==> config.mk <==
export PLATFORM = sky130hd
export DESIGN_NAME = ikaopll_frame_mixer
export DESIGN_NICKNAME = d
export VERILOG_FILES = /design/src/rtl/ikaopll_frame_mixer.sv
export SDC_FILE = /design/constraint.sdc
export NUM_CORES = 1
export LEC_CHECK = 0
export ABC_AREA = 1
export BUFFER_PORTS_ARGS = -buffer_cell sky130_fd_sc_hd__buf_2
export CORE_ASPECT_RATIO = 0.7
export CORE_MARGIN = 3
export CORE_UTILIZATION = 40
export DETAILED_ROUTE_END_ITERATION = 8
export GPL_TIMING_DRIVEN = 0
export HOLD_SLACK_MARGIN = 0.08
export PLACE_DENSITY = 0.58
export SYNTH_ARGS = -nofsm -noshare
export SYNTH_HDL_FRONTEND = slang
export SYNTH_SLANG_ARGS = --single-unit
==> constraint.sdc <==
create_clock -name i_EMUCLK -period 2.3 [get_ports i_EMUCLK]
set_clock_uncertainty 0.15 [all_clocks]
set_input_delay 0.23 -clock i_EMUCLK [delete_from_list [all_inputs] [get_ports i_EMUCLK]]
set_output_delay 0.23 -clock i_EMUCLK [all_outputs]
set_load 0.02 [all_outputs]
==> src/rtl/ikaopll_frame_mixer.sv <==
// Frame mixer: weights time-multiplexed slot samples by group volume,
// accumulates one frame and emits a saturated strobed sample.
module ikaopll_frame_mixer #(
  parameter  int NUM_SLOTS  = 18,
  parameter  int NUM_GROUPS = 2,
  parameter  int DATA_WIDTH = 9,
  parameter  int VOL_WIDTH  = 5,
  parameter  int OUT_WIDTH  = 16,
  parameter  int SHIFT      = 0,
  localparam int GW = (NUM_GROUPS > 1) ? $clog2(NUM_GROUPS) : 1
) (
  input  logic                            i_EMUCLK,
  input  logic                            i_RST_n,
  input  logic                            i_phi1_NCEN_n,
  input  logic                            i_FRAME_START,
  input  logic                            i_SLOT_VALID,
  input  logic [GW-1:0]                   i_SLOT_GROUP,
  input  logic [DATA_WIDTH-1:0]           i_DATA,
  input  logic [NUM_GROUPS*VOL_WIDTH-1:0] i_VOL,
  input  logic [NUM_GROUPS-1:0]           i_MUTE,
  output logic                            o_ACC_STRB,
  output logic [OUT_WIDTH-1:0]            o_ACC,
  output logic                            o_CLIP,
  output logic                            o_FRAME_ERR
);

  localparam int PW = DATA_WIDTH + VOL_WIDTH;
  localparam int AW = PW + $clog2(NUM_SLOTS + 1);
  localparam int CW = $clog2(NUM_SLOTS + 2);
  localparam int EW = ((AW > OUT_WIDTH) ? AW : OUT_WIDTH) + 1;

  typedef enum logic {IDLE, ACCUM} state_t;

  logic en;
  assign en = !i_phi1_NCEN_n;

  logic        [VOL_WIDTH-1:0] vol_sel;
  logic                        muted;
  logic signed [PW-1:0]        data_x;
  logic signed [PW-1:0]        vol_x;
  logic signed [PW-1:0]        mul;
  logic signed [PW-1:0]        prod_c;

  // Out-of-range groups never match and therefore read as muted.
  always_comb begin
    vol_sel = '0;
    muted   = 1'b1;
    for (int g = 0; g < NUM_GROUPS; g++) begin
      if (i_SLOT_GROUP == GW'(g)) begin
        vol_sel = i_VOL[g*VOL_WIDTH +: VOL_WIDTH];
        muted   = i_MUTE[g];
      end
    end
  end

  assign data_x = {{VOL_WIDTH{i_DATA[DATA_WIDTH-1]}}, i_DATA};
  assign vol_x  = {{DATA_WIDTH{vol_sel[VOL_WIDTH-1]}}, vol_sel};
  assign mul    = data_x * vol_x;
  assign prod_c = (i_SLOT_VALID && !muted) ? mul : '0;

  logic signed [PW-1:0] s1_prod;
  logic                 s1_valid;
  logic                 s1_fs;

  always_ff @(posedge i_EMUCLK or negedge i_RST_n) begin
    if (!i_RST_n) begin
      s1_prod  <= '0;
      s1_valid <= 1'b0;
      s1_fs    <= 1'b0;
    end else if (en) begin
      s1_prod  <= prod_c;
      s1_valid <= i_SLOT_VALID;
      s1_fs    <= i_FRAME_START;
    end
  end

  state_t               state, state_n;
  logic signed [AW-1:0] acc, acc_n;
  logic        [CW-1:0] cnt, cnt_n;
  logic                 close;

  logic signed [AW-1:0]        prod_x;
  logic signed [AW-1:0]        acc_sh;
  logic signed [EW-1:0]        s_ext;
  logic signed [EW-1:0]        max_v;
  logic signed [EW-1:0]        min_v;
  logic                        gt, lt;
  logic        [OUT_WIDTH-1:0] sat_c;

  assign prod_x = {{(AW-PW){s1_prod[PW-1]}}, s1_prod};
  assign acc_sh = acc >>> SHIFT;
  assign s_ext  = {{(EW-AW){acc_sh[AW-1]}}, acc_sh};
  assign max_v  = {{(EW-OUT_WIDTH+1){1'b0}}, {(OUT_WIDTH-1){1'b1}}};
  assign min_v  = {{(EW-OUT_WIDTH+1){1'b1}}, {(OUT_WIDTH-1){1'b0}}};
  assign gt     = s_ext > max_v;
  assign lt     = s_ext < min_v;

  always_comb begin
    sat_c = s_ext[OUT_WIDTH-1:0];
    if (gt) sat_c = {1'b0, {(OUT_WIDTH-1){1'b1}}};
    if (lt) sat_c = {1'b1, {(OUT_WIDTH-1){1'b0}}};
  end

  always_comb begin
    state_n = state;
    acc_n   = acc;
    cnt_n   = cnt;
    close   = 1'b0;
    unique case (state)
      IDLE: begin
        if (s1_fs) begin
          state_n = ACCUM;
          acc_n   = prod_x;
          cnt_n   = CW'(s1_valid);
        end
      end
      ACCUM: begin
        if (s1_fs) begin
          close = 1'b1;
          acc_n = prod_x;
          cnt_n = CW'(s1_valid);
        end else begin
          acc_n = acc + prod_x;
          if (cnt != CW'(NUM_SLOTS + 1))
            cnt_n = cnt + CW'(s1_valid);
        end
      end
      default: state_n = IDLE;
    endcase
  end

  // The strobe is re-evaluated every clock so it always drops after one cycle.
  always_ff @(posedge i_EMUCLK or negedge i_RST_n) begin
    if (!i_RST_n) begin
      state       <= IDLE;
      acc         <= '0;
      cnt         <= '0;
      o_ACC_STRB  <= 1'b0;
      o_ACC       <= '0;
      o_CLIP      <= 1'b0;
      o_FRAME_ERR <= 1'b0;
    end else begin
      o_ACC_STRB <= en && close;
      if (en) begin
        state <= state_n;
        acc   <= acc_n;
        cnt   <= cnt_n;
        if (close) begin
          o_ACC       <= sat_c;
          o_CLIP      <= gt || lt;
          o_FRAME_ERR <= cnt != CW'(NUM_SLOTS);
        end
      end
    end
  end

endmodule

# Word-level counts from Yosys, hierarchy flattened
# Index checks and enable logic that the tools add are counted.
# Widths: inputs -> output; s select.
# op_classes
n_addsub	2
mul	1
n_div	0
n_lt_le_gt_ge	2
eq_ne	4
n_shift	0
mux	15
bitwise_logic	2
n_reduce_logical	8
# op_table
op	count
$mux 19	2
$pmux 19 s2	1
$mux 16	2
$mux 5	4
$add 19x14->19	1
$gt 19x16->1 const B	1
$lt 19x16->1 const B	1
$mul 9x5->14	1
$mux 14	1
$ne 5x5->1 const B	2
$pmux 5 s2	1
$add 5x1->5	1
$mux 1	4
$reduce_and 2->1	2
$ne 3x2->1 const B	1
$reduce_and 3->1	1
$logic_and 1x1->1	2
$logic_not 1->1	2
$ne 2x2->1 const B	1
$not 1->1	2
$logic_or 1x1->1	1
# word_totals
reg_bits	60
latchBits	0
mem_bits_rw	0
mem_bits_ro	0
in_bits	27
output_inout_bits	19
mem_count	0

# Logic depth before layout (Yosys ltp)
# depth
depth_word	4
ltp_mapped	21
depth_no_buf	20

# Least setup slack after synthesis
# OpenSTA, ideal clock, no wires.
# synth_path
path_kind	input port to flip-flop
start	input port i_SLOT_GROUP
end	register s1_prod[6]
arrival_time_ps	3937
slack_ps	-1908
path_stages	14
n_path_buf	1
cell_sequence	buf_2 -> mux2i_1 -> nor2_1 -> fa_1 -> fa_1 -> inv_1 -> fa_1 -> inv_1 -> ha_1 -> nand2_1 -> nand2_1 -> a31o_2 -> or2_2 -> a32o_1
# synth_via
elab_chain_len	4
elab_cells_between_ends	6
# synth_lines
element	line	source
from (decl)	17	input logic [GW-1:0] i_SLOT_GROUP,
branches (longest 3 deep; another with $mul 9x5->14)	--	
$mux 14 *	59	assign prod_c = (i_SLOT_VALID && !muted) ? mul : '0;
to (signal assigned)	71	s1_prod <= prod_c;
to (decl)	61	logic signed [PW-1:0] s1_prod;
# Mark *: on every way between the ends.
# A chain may end at the register's enable or synchronous reset.

# Final worst setup path
# layout_path
start	input port i_SLOT_GROUP
end	register s1_prod[10]
# Same word-level chain as after synthesis.

==> impl_summary.txt <==
----------------------------------------------------
[Outcome]
  Result of the run ... finished with violations
  Violated checks ... negative setup slack

[STA]
  Number of failing setup endpoints in the final timing report ... 11
  Final period util ... 150%
  Final Slew Violations ... 0
  Unrepaired setup endpoints after global routing ... yes
  Relative slew slack ... 47.8%
  Min Tclk post-route ... 3.45 ns
  Max Clock Freq ... 290 MHz
  Final hold viol count ... 0
  Actual transition at the worst max-transition pin ... 0.780 ns
  Setup ws final ... -1.15 ns

[Clocking]
  Total number of clock tree sinks ... 60
  Bufs on Longest Clock Path ... 2
  Clock tree root buffer cell ... clkbuf_16
  Number of clock buffers inserted by TritonCTS ... 9
  Source-to-sink clock delay at the later pin of the worst-skew pair ... 0.33 ns
  Clock transition at the register clock pins on the worst setup and hold paths after CTS ... 0.05 ns
  CTS HTree Levels ... 3
  TritonCTS clock tree ... yes

[Setup path]
  Kind of critical path ... primary input to flop
  Worst setup SP type ... primary input
  Crit path max-delay family ... adder cells
  Arrival time of the worst setup path ... 3.52 ns
  Reg-to-reg startpoint ... s1_prod[13]
  Cell with the biggest individual delay on the critical path ... fa_1
  R2r setup slk ... 0.14 ns
  Cell breakdown of the critical path ... buf_12 -> mux2i_4 -> buf_4 -> or2_4 -> fa_1 -> fa_2 -> fa_1 -> inv_2 -> ha_4 -> nand2_4 -> nor2_4 -> a21oi_4 -> nor2_2 -> nand2_1 -> nand2_2 -> a21oi_1 -> o21ai_1 -> nand2_1
  Stage delay of the slowest cell on the critical path ... 0.53 ns
  Endpoint required time on the critical path ... 2.37 ns
  Crit path launch ... i_SLOT_GROUP
  Category of the worst setup path capture point ... flop
  Maximum net fanout on the critical path ... 7
  Crit path buffers/inverters ... 3

[Yosys]
  Library cells used by synthesis ... 46
  Number of warnings printed during yosys synthesis ... 0
  Post-synthesis instance area ... 5300 µm²
  Synth async-reset ratio ... 100%
  Number of instances in the synthesized netlist ... 705
  FF+latch count, synth ... 60
  Average instance area after synthesis ... 7.52 µm²
  EDFF count, synth ... 0
  Synthesized netlist net count ... 805
  Fraction of the yosys area taken by sequential cells ... 28.3%
  Dominant register cell in the synthesized netlist ... dfrtp_1

[Drt]
  DRC Markers ... 0
  Via count of the routed design ... 4753
  Detailed-route wire length ... 13600 µm
  Routed Antenna Nets ... 0
  Routed vias/inst ... 5.01
  Number of detailed-routing iterations run before antenna repair ... 5
  Wirelength per Cell ... 14.4 µm
  First DRT Iteration DRCs ... 261

[Pwr]
  Total power per unit cell area ... 1080 nW/µm²
  IR drop worst, VDD ... 426 µV
  Static leakage ... 3.37 nW

[Final layout]
  Layout-stage area growth over the synthesis result ... 26.5%
  Post-route standard cell area excluding fillers ... 6710 µm²
  Commonest non-fill, non-tap cell in the layout ... nand2_1
  Highest-count cells in the layout ignoring fill and taps ... nand2_1 (136), inv_1 (106), nor2_1 (79)
  Filler cells ... 1218
  Total inserted antenna cells ... 0
  Share of layout cells above drive strength 1 ... 24.9%
  Post-layout net count ... 883
  Cell Count, Final, Fillers Out ... 949

[Global route]
  Antenna violations before repair ... 0
  Global-route wire length before repair ... 22700 µm
  Largest net degree at the start of global routing ... 61
  GRT overflow ... 0
  Number of global-route vias before repair ... 4530
  Global router's overall resource usage ... 19.5%

[Placement]
  Placed insts ... 910
  # port buffers ... 43
  Routability-driven placement congestion ratio ... 0.938
  Half-perimeter wire length after detailed placement ... 10500 µm
  Placed Instance Area ... 5960 µm²

[Die]
  Area inside the core boundary ... 12700 µm²
  Number of standard-cell rows in the floorplan ... 34
  Die outline height ... 102 µm
  Die width ... 144 µm
  Ports ... 46
  Full die area ... 14700 µm²
  Initial core utilization ... 41.8%

[Flow run]
  Number of max-capacitance violations reported ... 0

[Min path]
  Hold path startpoint ... i_phi1_NCEN_n
  Type of the worst min-delay path ... primary input to flop

----------------------------------------------------
## per-layer routing
layer	wire length [µm]	share of wire, %	vias to the layer above	global-route usage (%)
li1	-	-	2417	-
met1	7180	53	2230	30.4
met2	5720	42	96	28.3
met3	629	4.6	10	3.23
met4	99	0.73	0	4.20
met5	0	0	-	0
## cell usage after synthesis (3+ instances only)
master,count,share of area (%)
xnor2_1,6,0.99
o21ai_0,36,3.4
o21ai_1,3,0.28
a21oi_1,46,4.3
or2_2,6,0.71
xor2_1,5,0.83
nor3_1,7,0.66
nand3_1,30,2.8
inv_1,117,8.3
a31oi_1,4,0.47
o21bai_1,4,0.57
nor2_1,96,6.8
ha_1,43,10
nand2_1,146,10
o22ai_1,3,0.35
nand4_1,4,0.47
mux2i_1,5,0.94
o21ai_2,10,1.7
inv_2,6,0.42
buf_2,6,0.57
dfrtp_1,60,28
fa_1,30,11
## report_power, final
group | internal, mW | leakage (nW) | switching, mW
clock | 0.921 | 0.149 | 0.465
sequential | 1.41 | 0.744 | 0.282
combinational | 1.65 | 2.47 | 2.49
total | 3.99 | 3.37 | 3.24
## cell families (layout without fill, tap and decap cells)
logic type                 after synthesis  count (layout)  share of synthesized area [%]
and+or+nand+nor                        301             301                           23.9
buffers and inverters                  136             218                           10.2
xor gates and xnor gates                11              11                           1.82
AOI/OAI and AO/OA                      119             119                           13.4
muxes                                    5               5                          0.944
DFF                                     60              60                           28.3
adders and majority gates               73              73                           21.5
## per-stage QoR
step / total power, mW / util [%] / worst slack [ns] / setup TNS, ns / hold WS, ns
after CTS: 7.03 / 51.2 / -1.13 / -10.33 / 0.0895
after global routing: 7.88 / 52.9 / -1.32 / -12.14 / 0.117
final: 7.23 / 52.9 / -1.15 / -10.57 / 0.0961
after global placement: 5.38 / 47.0 / -1.70 / -15.31 / 0.294
after detailed placement: 5.45 / 47.0 / -1.69 / -15.53 / 0.292
after floorplan: 4.57 / - / -1.31 / -12.09 / -0.216
## timing repair
action	4_1_cts	5_1_grt
setup buffers	14	8
resized for setup	16	36
hold buffers	2	1
pin swaps	20	11
endpoints found under the hold margin	2	60
setup endpoints to repair	11	20
## path summary, 6_finish.rpt
| check | endpoint | depth (start not counted) |
|---|---|---|
| hold reg to reg | o_ACC[8] | 2 |
| max in group asynchronous | o_ACC[9] | 2 |
| min in group asynchronous | s1_prod[0] | 2 |
| hold / removal | s1_prod[13] | 3 |
| setup / recovery | s1_prod[10] | 18 |
| setup reg to reg | acc[18] | 11 |
## state kept, by name, summed over array words and instances (netlist names), 5 cells and up
name     flops
o_ACC       16
cnt          5
s1_prod     14
acc         19
## layout make-up
| type | count | area, µm² | share of cell area [%] |
|---|---|---|---|
| inverters | 125 | 474 | 7.07 |
| clock buffers | 14 | 274 | 4.09 |
| multi-input cells | 509 | 3680 | 54.9 |
| clock inverters | 1 | 30.0 | 0.448 |
| well taps | 162 | 203 | 3.02 |
| flip-flops and latches | 60 | 1500 | 22.4 |
| plain buffers | 11 | 82.6 | 1.23 |
| repair buffers | 67 | 462 | 6.88 |
## worst register-to-register path: stages, from the launching register on
cell and delay, ns:
dfrtp_1 0.54, ha_1 0.43, a21oi_1 0.23, nand2_1 0.10, nand2_1 0.06, nand2_1 0.04
nor2_1 0.12, nand2_1 0.07, nand2_1 0.07, nand4_1 0.09, nand3_1 0.11, nand2_1 0.05
Note: power is estimated with default switching activity, not from simulation.
